[src/rtl/store_align_buffer_if.sv]
`default_nettype none
// ============================================================================
//  Module   : store_align_buffer_if
//  Brief    : Store-request and memory-drain signal bundle for the store
//             align buffer. The slave modport is the buffer itself; the
//             master modport is the MEM stage / memory side driving it.
//  Revision : 1.0  initial release
// ============================================================================
interface store_align_buffer_if #(
  parameter int DEPTH = 4
) ();

  // Store request side
  logic                     st_valid;
  logic                     st_ready;
  logic [31:0]              st_addr;
  logic [31:0]              st_data;
  logic [1:0]               st_size;

  // Memory drain side
  logic                     mem_req;
  logic                     mem_ack;
  logic [31:0]              mem_addr;
  logic [31:0]              mem_wdata;
  logic [3:0]               mem_be;

  // Status
  logic                     misalign;
  logic [31:0]              misalign_addr;
  logic [$clog2(DEPTH):0]   count;

  modport slave (
    input  st_valid, st_addr, st_data, st_size, mem_ack,
    output st_ready, mem_req, mem_addr, mem_wdata, mem_be,
           misalign, misalign_addr, count
  );

  modport master (
    output st_valid, st_addr, st_data, st_size, mem_ack,
    input  st_ready, mem_req, mem_addr, mem_wdata, mem_be,
           misalign, misalign_addr, count
  );

endinterface
`default_nettype wire

[src/rtl/store_align_buffer.sv]
`default_nettype none
// ============================================================================
//  Module   : store_align_buffer
//  Brief    : Packs SB/SH/SW register data into replicated byte lanes with
//             byte enables, rejects misaligned stores with a one-cycle pulse,
//             and queues aligned stores in a FIFO drained over req/ack.
//  Revision : 1.0  initial release
// ============================================================================
module store_align_buffer #(
  parameter int DEPTH = 4
) (
  input  wire logic            clk,
  input  wire logic            reset,
  store_align_buffer_if.slave  bus
);

  localparam int PW = $clog2(DEPTH);
  localparam int CW = PW + 1;
  localparam logic [CW-1:0] FULL_COUNT = CW'(DEPTH);

  localparam logic [1:0] SIZE_BYTE = 2'b00;
  localparam logic [1:0] SIZE_HALF = 2'b01;
  localparam logic [1:0] SIZE_WORD = 2'b10;

  typedef struct packed {
    logic [29:0] waddr;
    logic [31:0] wdata;
    logic [3:0]  be;
  } entry_t;

  entry_t          fifo_q [DEPTH];
  logic [PW-1:0]   wr_ptr_q, wr_ptr_d;
  logic [PW-1:0]   rd_ptr_q, rd_ptr_d;
  logic [CW-1:0]   count_q, count_d;
  logic            misalign_q, misalign_d;
  logic [31:0]     misalign_addr_q, misalign_addr_d;

  entry_t          entry_d;
  entry_t          head;
  logic            legal;
  logic            st_ready_w;
  logic            accept;
  logic            push;
  logic            pop;
  logic            not_empty;

  // Lane packing and alignment check for the incoming store.
  always_comb begin
    entry_d       = '0;
    legal         = 1'b0;
    entry_d.waddr = bus.st_addr[31:2];
    case (bus.st_size)
      SIZE_BYTE: begin
        legal         = 1'b1;
        entry_d.wdata = {4{bus.st_data[7:0]}};
        entry_d.be    = 4'b0001 << bus.st_addr[1:0];
      end
      SIZE_HALF: begin
        legal         = ~bus.st_addr[0];
        entry_d.wdata = {2{bus.st_data[15:0]}};
        entry_d.be    = bus.st_addr[1] ? 4'b1100 : 4'b0011;
      end
      SIZE_WORD: begin
        legal         = (bus.st_addr[1:0] == 2'b00);
        entry_d.wdata = bus.st_data;
        entry_d.be    = 4'b1111;
      end
      default: begin
        legal         = 1'b0;
      end
    endcase
  end

  // Handshake decode and next-state for pointers, occupancy and error flag.
  always_comb begin
    not_empty  = (count_q != '0);
    st_ready_w = (count_q < FULL_COUNT);
    accept     = bus.st_valid && st_ready_w;
    push       = accept && legal;
    pop        = not_empty && bus.mem_ack;

    wr_ptr_d = wr_ptr_q;
    if (push) wr_ptr_d = wr_ptr_q + 1'b1;

    rd_ptr_d = rd_ptr_q;
    if (pop) rd_ptr_d = rd_ptr_q + 1'b1;

    count_d = count_q;
    if (push && !pop) begin
      count_d = count_q + 1'b1;
    end else if (!push && pop) begin
      count_d = count_q - 1'b1;
    end

    misalign_d      = accept && !legal;
    misalign_addr_d = misalign_d ? bus.st_addr : misalign_addr_q;
  end

  // Control state; reset discards queued entries and any concurrent event.
  always_ff @(posedge clk) begin
    if (reset) begin
      wr_ptr_q        <= '0;
      rd_ptr_q        <= '0;
      count_q         <= '0;
      misalign_q      <= 1'b0;
      misalign_addr_q <= '0;
    end else begin
      wr_ptr_q        <= wr_ptr_d;
      rd_ptr_q        <= rd_ptr_d;
      count_q         <= count_d;
      misalign_q      <= misalign_d;
      misalign_addr_q <= misalign_addr_d;
    end
  end

  // Entry storage; contents are don't-care while unoccupied since the
  // outputs are masked whenever the queue is empty.
  always_ff @(posedge clk) begin
    if (push && !reset) begin
      fifo_q[wr_ptr_q] <= entry_d;
    end
  end

  // Head presentation, forced to zero when nothing is queued.
  always_comb begin
    head = fifo_q[rd_ptr_q];
    if (!not_empty) head = '0;
  end

  assign bus.st_ready      = st_ready_w;
  assign bus.mem_req       = not_empty;
  assign bus.mem_addr      = {head.waddr, 2'b00};
  assign bus.mem_wdata     = head.wdata;
  assign bus.mem_be        = head.be;
  assign bus.misalign      = misalign_q;
  assign bus.misalign_addr = misalign_addr_q;
  assign bus.count         = count_q;

endmodule
`default_nettype wire

[src/flat_wrapper.sv]
// flat-port wrapper written by rule: the top's interface ports become plain ports
module store_align_buffer_flat 
#(
  parameter int DEPTH = 4
)
  (clk, reset, bus_st_valid, bus_st_addr, bus_st_data, bus_st_size, bus_mem_ack, bus_st_ready, bus_mem_req, bus_mem_addr, bus_mem_wdata, bus_mem_be, bus_misalign, bus_misalign_addr, bus_count);
  store_align_buffer_if #(.DEPTH(DEPTH)) bus_i ();
  input  wire logic clk;
  input  wire logic reset;
  input wire logic [$bits(bus_i.st_valid)-1:0] bus_st_valid;
  input wire logic [$bits(bus_i.st_addr)-1:0] bus_st_addr;
  input wire logic [$bits(bus_i.st_data)-1:0] bus_st_data;
  input wire logic [$bits(bus_i.st_size)-1:0] bus_st_size;
  input wire logic [$bits(bus_i.mem_ack)-1:0] bus_mem_ack;
  output wire logic [$bits(bus_i.st_ready)-1:0] bus_st_ready;
  output wire logic [$bits(bus_i.mem_req)-1:0] bus_mem_req;
  output wire logic [$bits(bus_i.mem_addr)-1:0] bus_mem_addr;
  output wire logic [$bits(bus_i.mem_wdata)-1:0] bus_mem_wdata;
  output wire logic [$bits(bus_i.mem_be)-1:0] bus_mem_be;
  output wire logic [$bits(bus_i.misalign)-1:0] bus_misalign;
  output wire logic [$bits(bus_i.misalign_addr)-1:0] bus_misalign_addr;
  output wire logic [$bits(bus_i.count)-1:0] bus_count;
  assign bus_i.st_valid = bus_st_valid;
  assign bus_i.st_addr = bus_st_addr;
  assign bus_i.st_data = bus_st_data;
  assign bus_i.st_size = bus_st_size;
  assign bus_i.mem_ack = bus_mem_ack;
  assign bus_st_ready = bus_i.st_ready;
  assign bus_mem_req = bus_i.mem_req;
  assign bus_mem_addr = bus_i.mem_addr;
  assign bus_mem_wdata = bus_i.mem_wdata;
  assign bus_mem_be = bus_i.mem_be;
  assign bus_misalign = bus_i.misalign;
  assign bus_misalign_addr = bus_i.misalign_addr;
  assign bus_count = bus_i.count;
  store_align_buffer #(.DEPTH(DEPTH)) u_core (.clk(clk), .reset(reset), .bus(bus_i));
endmodule
[config.mk]
export PLATFORM = sky130hd
export DESIGN_NAME = store_align_buffer_flat
export DESIGN_NICKNAME = d
export VERILOG_FILES = /design/src/rtl/store_align_buffer_if.sv /design/src/rtl/store_align_buffer.sv /design/src/flat_wrapper.sv
export SDC_FILE = /design/constraint.sdc
export NUM_CORES = 1
export LEC_CHECK = 0
export CAP_MARGIN = 20
export CELL_PAD_IN_SITES_DETAIL_PLACEMENT = 0
export CELL_PAD_IN_SITES_GLOBAL_PLACEMENT = 1
export CORE_ASPECT_RATIO = 1.75
export CORE_MARGIN = 2
export CORE_UTILIZATION = 46
export DETAILED_ROUTE_END_ITERATION = 7
export PLACE_DENSITY_LB_ADDON = 0.1
export SLEW_MARGIN = 20
export SYNTH_ARGS = -nofsm -noshare
export SYNTH_HDL_FRONTEND = slang
export SYNTH_SLANG_ARGS = --single-unit
[constraint.sdc]
create_clock -name clk -period 5 [get_ports clk]
set_clock_uncertainty 0.2 [all_clocks]
set_input_delay 1 -clock clk [delete_from_list [all_inputs] [get_ports clk]]
set_output_delay 1 -clock clk [all_outputs]
set_load 0.02 [all_outputs]
==> results.yml, run 1 <==
clock_tree:
  cts_buffers: 27
  postCtsHoldBufs: 0
  cts-resized-gates: 0
  clockRootBuffer: "clkbuf_16"
  cts_setup_buffers: 0
  h-tree-depth: 1
  clk-insertion-delay-late_ns: 0.54
  cts_buffer_depth: 3
  clk_pin_slew_ns: 0.07
  clock_sinks: 306
  cts_tree: "done"
power:
  power.leakage_nw: 5.08
  power.density_nw_per_um2: 503
  vdd_ir_drop_max_mv: 0.453
critical_path:
  worstPathCellList: "buf_4 > mux4_2 > and2_1 > clkdlybuf4s50_1"
  path_max_fanout: 29
  slowest_stage: "dfxtp_4"
  arrival_ns: 2.96
  critPathLaunchType: "register"
  crit_type: "reg2out"
  cpPeakStageDelay_ns: 0.76
  rr_endpoint: "u_core.bus.count[2]$_SDFFE_PP0P_"
  crit_buf_inv: 2
  cpLargestDelayFamily: "buffers and inverters"
  worstPathRequired_ns: 3.80
  rrSetupSlack_ns: 2.55
  r2r_start: "u_core.bus.count[2]$_SDFFE_PP0P_"
  crit_path_end_kind: "output port"
  reg2reg_depth: 8
worst_hold_path:
  hp-start: "u_core.bus.misalign_addr[29]$_SDFFE_PP0P_"
  min_path_type: "reg2reg"
  hold_depth: 2
  holdPathEnd: "u_core.bus.misalign_addr[29]$_SDFFE_PP0P_"
routing:
  drtIter0Drc: 429
  first_pass_iters: 5
  via_count: 6940
  post_drt_wl_per_cell_um: 24.0
  drc: 0
  wl_um: 29200
  antenna_left: 0
  vias_per_cell: 5.69
synth:
  synth-edff-count: 264
  netlist_area_um2: 12300
  synth_async_sr_flop_share_pct: 0
  ys_seq_area_share_pct: 71.1
  synth_seq_cells: 306
  ys_types: 35
  synth_cells: 714
  synthFlopType: "edfxtp_1"
  ys_warn_count: 0
  syn_area_per_cell_um2: 17.3
timing:
  period_needed_ns: 4.16
  setup-tns-final_ns: 0
  hold_viol_final: 0
  slew_headroom_pct: 31.0
  rsz0062_at_grt: "no"
  tightestPinTransition_ns: 1.03
  maxSlewViolCount: 0
  worst_slack_ns: 0.845
  setup_violations: 0
  hold_slack_ns: 0.278
  clock.fmax_ghz: 0.241
  finalCritPeriodShare_pct: 83.1
placement:
  dp.cells: 1169
  gp_congestion: 0.709
  dpl_worst_slack_ns: 1.09
  io_buffers: 173
  hpwlAfterDp_um: 18400
layout:
  drive_gt1_share_pct: 16.1
  stdcell_count: 1219
  syn2layout_area_growth_pct: 24.4
  fin_nets: 950
  num_antenna_cells: 0
global_routing:
  grt_max_degree: 67
  grt_pass1_vias: 7502
  grt-ovfl-total: 0
  grt_pass1_wl_um: 44100
  antenna_found_initial: 0
  grt_usage_pct: 20.9
die:
  ios: 176
  die_h_um: 221
  dieArea_um2: 28200
  initial_utilization_pct: 46.6
  fp.dieW_um: 128
  core_um2: 26500
  rows: 79
run:
  drv_cap: 0
status:
  status: "finished, final reports clean"
==> cells by family (layout without fill, tap and decap cells) <==
family | Yosys count | count (layout) | synth area share, %
AOI/OAI and AO/OA | 113 | 113 | 5.77
muxes | 78 | 78 | 13.1
DFF | 306 | 306 | 71.1
and+or+nand+nor | 133 | 133 | 6.31
other | 1 | 2 | 0.0304
adders and majority gates | 6 | 6 | 0.670
buffers and inverters | 73 | 253 | 2.78
xor gates and xnor gates | 4 | 4 | 0.284
==> layer usage <==
layer / vias up / routed length [µm] / track usage [%]
met5: - / 0 / 0
met4: 0 / 481 / 5.49
met3: 26 / 1180 / 2.73
met2: 192 / 16600 / 41.0
met1: 3594 / 11000 / 23.5
li1: 3128 / - / -
==> worst max path at each step <==
stage / start / slack, ns / to / cells past startpoint
3_3_place_gp: bus_st_addr[0] / 1.15 / u_core.bus.count[2]$_SDFFE_PP0P_ / 9
6_report: register / 0.84 / bus_mem_wdata[1] / 4
3_5_place_dp: bus_st_addr[0] / 1.09 / u_core.bus.count[2]$_SDFFE_PP0P_ / 9
2_1_floorplan: bus_st_addr[0] / 1.03 / u_core.fifo_q[0][0]$_DFFE_PP_ / 4
5_1_grt: register / 0.64 / bus_mem_wdata[1] / 4
4_1_cts: register / 0.73 / bus_mem_wdata[1] / 4
==> stage by stage <==
step | power, mW | util [%] | area (µm²)
after global placement | 5.63 | 54.4 | 14400
after floorplan | 4.50 | - | 12300
final | 7.72 | 57.9 | 15300
after CTS | 7.83 | 57.9 | 15300
after detailed placement | 5.65 | 54.4 | 14400
after global routing | 8.04 | 57.9 | 15300
==> area by class of cell <==
type,instances,area [µm²]
clock buffers,32,734
clock inverters,18,196
fillers,2111,11100
inverters,14,52.6
multi-input cells,336,3270
flip-flops and latches,306,8780
well taps,324,405
repair buffers,189,1910
==> state kept, by name (all words and copies together), names as in the netlist, named ones only <==
name                      cells
u_core.fifo_q               264
u_core.bus.misalign           1
u_core.wr_ptr_q               2
u_core.bus.count              3
u_core.rd_ptr_q               2
u_core.bus.misalign_addr     32
==> report_power, final <==
part	total, mW	internal, mW	switching [mW]	leakage [nW]
combinational	2.53	1.24	1.28	1.87
clock	2.16	1.26	0.905	0.472
sequential	3.03	2.88	0.148	2.74
==> cells in the final DEF (no fill, tap or decap), types with 2 or more instances in the layout <==
cell / Yosys / final
a21o_1: 17 / 17
a21oi_1: 46 / 45
a21oi_4: 1 / 2
and2_1: 66 / 66
and3_4: 0 / 4
buf_12: 0 / 5
buf_4: 3 / 11
bufinv_16: 0 / 4
clkbuf_16: 0 / 27
clkbuf_8: 0 / 4
clkdlybuf4s50_1: 0 / 172
clkinv_2: 0 / 11
conb_1: 1 / 2
dfxtp_1: 42 / 40
dfxtp_4: 0 / 2
edfxtp_1: 264 / 264
ha_1: 5 / 5
inv_1: 14 / 14
mux2i_1: 11 / 11
mux4_2: 66 / 66
nand2_1: 8 / 8
nand4_1: 30 / 30
nor2_1: 15 / 15
o21ai_0: 13 / 13
o31ai_1: 33 / 33
or3_1: 3 / 2
xor2_1: 4 / 4
==> worst register-to-register path, cell delays in order, from the launching register on <==
cell and delay [ns]:
dfxtp_1 0.41, nand2b_2 0.27, a21oi_4 0.23, ha_1 0.23, inv_1 0.06, fa_1 0.37
xor2_1 0.16, or3_1 0.31, a21oi_1 0.14
==> synthesized netlist by cell type (4+ instances only) <==
cell type	count	area (µm²)
clkbuf_1	27	101
ha_1	5	62.6
dfxtp_1	42	841
and2_1	66	413
a21o_1	17	128
mux4_2	66	1490
buf_6	4	45.0
buf_2	22	110
a21oi_1	46	230
o21ai_0	13	65.1
xor2_1	4	35.0
mux2i_1	11	110
edfxtp_1	264	7930
o31ai_1	33	248
and3_1	4	25.0
inv_1	14	52.6
nand2_1	8	30.0
nor2_1	15	56.3
nand4_1	30	188
Power figures use the tool's default switching activity.
==> inputs of run 2 (changes only) <==
--- a/config.mk
+++ b/config.mk
@@ -10,7 +10,7 @@
 export CELL_PAD_IN_SITES_GLOBAL_PLACEMENT = 1
 export CORE_ASPECT_RATIO = 1.75
 export CORE_MARGIN = 2
-export CORE_UTILIZATION = 46
+export CORE_UTILIZATION = 42
 export DETAILED_ROUTE_END_ITERATION = 7
 export PLACE_DENSITY_LB_ADDON = 0.1
 export SLEW_MARGIN = 20
==> constraint.sdc (replaced) <==
create_clock -name clk -period 3.8 [get_ports clk]
set_clock_uncertainty 0.2 [all_clocks]
set_input_delay 0.76 -clock clk [delete_from_list [all_inputs] [get_ports clk]]
set_output_delay 0.76 -clock clk [all_outputs]
set_load 0.02 [all_outputs]
==> results.yml, run 2 (synthesis results as in run 1) <==
clock_tree:
  postCtsHoldBufs: 0
  clock_sinks: 306
  clk-insertion-delay-late_ns: 0.54
  cts_buffer_depth: 3
  cts_buffers: 27
  h-tree-depth: 1
  clk_pin_slew_ns: 0.07
  clockRootBuffer: "clkbuf_16"
  cts_tree: "done"
layout:
  syn2layout_area_growth_pct: 27.4
  drive_gt1_share_pct: 17.6
  final_common_cell: "edfxtp_1"
  final_util_pct: 54.0
  fin_nets: 967
  largest_reg_flops: 264
  design_area_um2: 15700
  stdcell_count: 1294
  top_register: "u_core.fifo_q"
  final_cell_mix: "264 x edfxtp_1, 172 x clkdlybuf4s50_1, 66 x mux4_2, 66 x and2_1, 45 x a21oi_1"
timing:
  rsz0062_at_grt: "no"
  setup_violations: 0
  slew_headroom_pct: 35.0
  tightestPinTransition_ns: 0.973
  hold_slack_ns: 0.275
  worst_slack_ns: 0.131
  hold_viol_final: 0
  finalCritPeriodShare_pct: 96.6
  maxSlewViolCount: 0
  setup-tns-final_ns: 0
  period_needed_ns: 3.67
  clock.fmax_ghz: 0.273
routing:
  drc: 0
  wl_um: 29800
  vias_per_cell: 5.45
  antenna_left: 0
  via_count: 7055
  drtIter0Drc: 418
  first_pass_iters: 4
  post_drt_wl_per_cell_um: 23.0
placement:
  gp_congestion: 0.710
  placement.cell_area_um2: 14700
  io_buffers: 173
  dpl_worst_slack_ns: 0.298
  hpwlAfterDp_um: 19700
  dp.cells: 1238
critical_path:
  arrival_ns: 2.71
  critPathLaunchType: "register"
  crit_type: "reg2out"
  crit_path_end_kind: "output port"
  path_max_fanout: 45
  worstPathRequired_ns: 2.84
die:
  die_h_um: 231
  initial_utilization_pct: 42.4
  rows: 83
  fp.dieW_um: 134
  core_um2: 29100
  ios: 176
  dieArea_um2: 30800
global_routing:
  grt_max_degree: 46
  grt_pass1_vias: 7791
  grt-ovfl-total: 0
  grt_pass1_wl_um: 45600
  antenna_found_initial: 1
  grt_usage_pct: 19.6
status:
  status: "finished, final reports clean"
power:
  power.density_nw_per_um2: 668
  vdd_ir_drop_max_mv: 0.323
  power_mw: 10.5
  power.leakage_nw: 5.21
run:
  drv_cap: 0
worst_hold_path:
  min_path_type: "reg2reg"
[run 2: changes by cell type in the layout (fill, tap and decap cells not counted), sizes merged]
cell and delta:
buf +17, clkinv -8, clkinvlp +4, bufinv +3
clkbuf -3, inv +3, diode +1
[run 2: worst max-delay path, cell delays in order, from the launching register on]
cell and delay, ns:
dfxtp_1 0.39, or3_2 0.76, buf_12 0.28, and2_1 0.18, clkdlybuf4s50_1 0.55
[run 2: worst paths after layout]
kind | start | to | slack [ns] | depth (start not counted)
setup / recovery | u_core.bus.count[0]$_SDFFE_PP0P_ | bus_mem_wdata[30] | 0.13 | 4
hold / removal | u_core.bus.misalign_addr[16]$_SDFFE_PP0P_ | u_core.bus.misalign_addr[16]$_SDFFE_PP0P_ | 0.28 | 2
setup reg to reg | u_core.bus.count[2]$_SDFFE_PP0P_ | u_core.bus.count[2]$_SDFFE_PP0P_ | 1.29 | 8
hold reg to reg | u_core.bus.misalign_addr[16]$_SDFFE_PP0P_ | u_core.bus.misalign_addr[16]$_SDFFE_PP0P_ | 0.28 | 2
[run 2: what timing repair did]
| action | in CTS | in global routing |
|---|---|---|
| endpoints found under the setup margin | 0 | 6 |
| gates resized for setup | 0 | 0 |
| buffers inserted | 0 | 6 |
[run 2: area by class of cell]
| class | instances | area [µm²] |
|---|---|---|
| Clock buffer | 29 | 703 |
| Antenna cell | 1 | 2.50 |
| Tap cell | 382 | 478 |
| Fill cell | 2353 | 13400 |
| Timing Repair Buffer | 206 | 2120 |
| Clock inverter | 20 | 309 |
| Multi-Input combinational cell | 336 | 3270 |
| Inverter | 14 | 52.6 |
| Sequential cell | 306 | 8780 |
[run 2: routing by layer]
metal  GRT usage [%]  wire [µm]  up-vias
met5               0          0        -
met4            7.11        852        0
met3            2.88       1410       42
met2            37.3      16500      208
met1            22.0      11100     3644
li1                -          -     3161
[run 2: power breakdown]
| part | total [mW] | internal, mW | switching [mW] |
|---|---|---|---|
| registers | 3.89 | 3.79 | 0.102 |
| clock network | 3.08 | 1.84 | 1.25 |
| logic | 3.52 | 1.73 | 1.79 |
| total | 10.5 | 7.35 | 3.14 |
==> inputs of run 3 (changes only) <==
--- a/config.mk
+++ b/config.mk
@@ -9,7 +9,6 @@
 export CELL_PAD_IN_SITES_DETAIL_PLACEMENT = 0
 export CELL_PAD_IN_SITES_GLOBAL_PLACEMENT = 1
 export CORE_ASPECT_RATIO = 1.75
-export CORE_MARGIN = 2
 export CORE_UTILIZATION = 42
 export DETAILED_ROUTE_END_ITERATION = 7
 export PLACE_DENSITY_LB_ADDON = 0.1
==> results.yml, run 3 (synthesis results as in run 1) <==
routing:
  vias_per_cell: 5.41
  wl_um: 29200
  first_pass_iters: 4
  antenna_left: 0
  via_count: 6957
  post_drt_wl_per_cell_um: 22.7
  drtIter0Drc: 340
  drc: 0
clock_tree:
  clk-insertion-delay-late_ns: 0.53
  clock_sinks: 306
  h-tree-depth: 1
  cts_buffers: 27
  cts_setup_buffers: 0
  postCtsHoldBufs: 0
  clockRootBuffer: "clkbuf_16"
  cts_tree: "done"
  cts_buffer_depth: 3
  clk_pin_slew_ns: 0.07
  cts-resized-gates: 0
power:
  p_sw_mw: 3.02
  seqPwrFrac_pct: 38.3
  switching_share_pct: 29.9
  vdd_ir_drop_max_mv: 0.397
  comb_power_share_pct: 34.1
  power_mw: 10.1
  p_int_mw: 7.06
  clockPowerShare_pct: 27.6
  power.leakage_nw: 5.14
  power.density_nw_per_um2: 647
critical_path:
  cpLargestDelayFamily: "buffers and inverters"
  arrival_ns: 2.57
  crit_path_end_kind: "output port"
  path_max_fanout: 13
  crit_type: "reg2out"
  reg2reg_depth: 8
  cpPeakStageDelay_ns: 0.59
  slowest_stage: "mux4_2"
  cp_num_cells: 4
  worstPathCellList: "buf_4 > mux4_2 > and2_1 > clkdlybuf4s50_1"
  worstPathRequired_ns: 2.84
  critPathLaunchType: "register"
  crit_buf_inv: 2
placement:
  io_buffers: 173
  gp_congestion: 0.755
  hpwlAfterDp_um: 19000
  dpl_worst_slack_ns: 0.354
status:
  status: "finished, final reports clean"
timing:
  rsz0062_at_grt: "no"
  worst_slack_ns: 0.270
  slew_headroom_pct: 39.2
  tightestPinTransition_ns: 0.910
  setup_violations: 0
  maxSlewViolCount: 0
  clock.fmax_ghz: 0.283
  period_needed_ns: 3.53
  finalCritPeriodShare_pct: 92.9
  setup-tns-final_ns: 0
  hold_viol_final: 0
die:
  core_um2: 28700
  die_h_um: 229
  dieArea_um2: 30100
  rows: 82
  ios: 176
  fp.dieW_um: 132
  initial_utilization_pct: 42.9
global_routing:
  grt_usage_pct: 19.8
  antenna_found_initial: 1
  grt_max_degree: 68
  grt_pass1_vias: 7752
  grt-ovfl-total: 0
  grt_pass1_wl_um: 45000
layout:
  final_cell_mix: "264 x edfxtp_1, 172 x clkdlybuf4s50_1, 66 x mux4_2, 66 x and2_1, 45 x a21oi_1"
  top_register: "u_core.fifo_q"
  fill_cells: 2323
  final_util_pct: 54.2
  syn2layout_area_growth_pct: 26.2
  fin_nets: 961
  final_common_cell: "edfxtp_1"
  drive_gt1_share_pct: 16.6
  largest_reg_flops: 264
run:
  drv_cap: 0
worst_hold_path:
  min_path_type: "reg2reg"
  hold_depth: 2
==> run 3: changes by cell type in the layout (fill, tap and decap cells not counted), sizes merged <==
cell | before | now
clkinvlp | 4 | 2
buf | 34 | 28
diode | 1 | 2
inv | 18 | 14
bufinv | 7 | 1
clkinv | 5 | 3
clkbuf | 29 | 43
==> run 3: cell type report <==
| class | count | area [µm²] | area share, % |
|---|---|---|---|
| clock inverter | 6 | 63.8 | 0.410 |
| multi-input combinational | 336 | 3270 | 21.0 |
| antenna | 2 | 5.00 | 0.0322 |
| timing repair buffer | 200 | 2070 | 13.3 |
| clock buffer | 43 | 857 | 5.51 |
| inverter | 14 | 52.6 | 0.338 |
| tap | 378 | 473 | 3.04 |
| sequential | 306 | 8780 | 56.4 |
==> run 3: layer usage <==
layer	part of all wire [%]	GRT usage, %
met5	0	0
met4	2.2	6.32
met3	4.7	2.95
met2	56	38.6
met1	37	21.4
==> run 3: path summary, 6_finish.rpt <==
path / slack, ns / to / start
setup / recovery: 0.27 / bus_mem_addr[7] / register
setup reg to reg: 1.36 / u_core.bus.count[2]$_SDFFE_PP0P_ / u_core.bus.count[2]$_SDFFE_PP0P_
hold / removal: 0.27 / u_core.bus.misalign_addr[22]$_SDFFE_PP0P_ / u_core.bus.misalign_addr[22]$_SDFFE_PP0P_
hold reg to reg: 0.27 / u_core.bus.misalign_addr[22]$_SDFFE_PP0P_ / u_core.bus.misalign_addr[22]$_SDFFE_PP0P_
==> run 3: through the flow <==
stage | hold WS, ns | cells | area [µm²]
6_report | 0.274 | 1285 | 15600
5_1_grt | 0.298 | 1284 | 15600
4_1_cts | 0.274 | 1283 | 15600
3_5_place_dp | 0.264 | 1234 | 14600
3_3_place_gp | 0.262 | 1234 | 14600
2_1_floorplan | 0.285 | 715 | 12300
==> run 3: worst reg2reg max path, cell delays in order, from the launching register on <==
cell and delay [ns]:
dfxtp_1 0.31, buf_4 0.16, o31ai_1 0.42, ha_1 0.26
inv_1 0.06, fa_1 0.37, xor2_1 0.15, or3_1 0.30
a21oi_1 0.14
==> run 3: power groups by stage <==
stage	sequential [mW]	clock, mW	combinational (mW)
floorplan	3.97	0	1.96
global placement	3.93	0	3.50
detailed placement	3.93	0	3.51
CTS	3.86	2.84	3.52
global route	3.88	2.96	3.67
finish	3.86	2.78	3.43
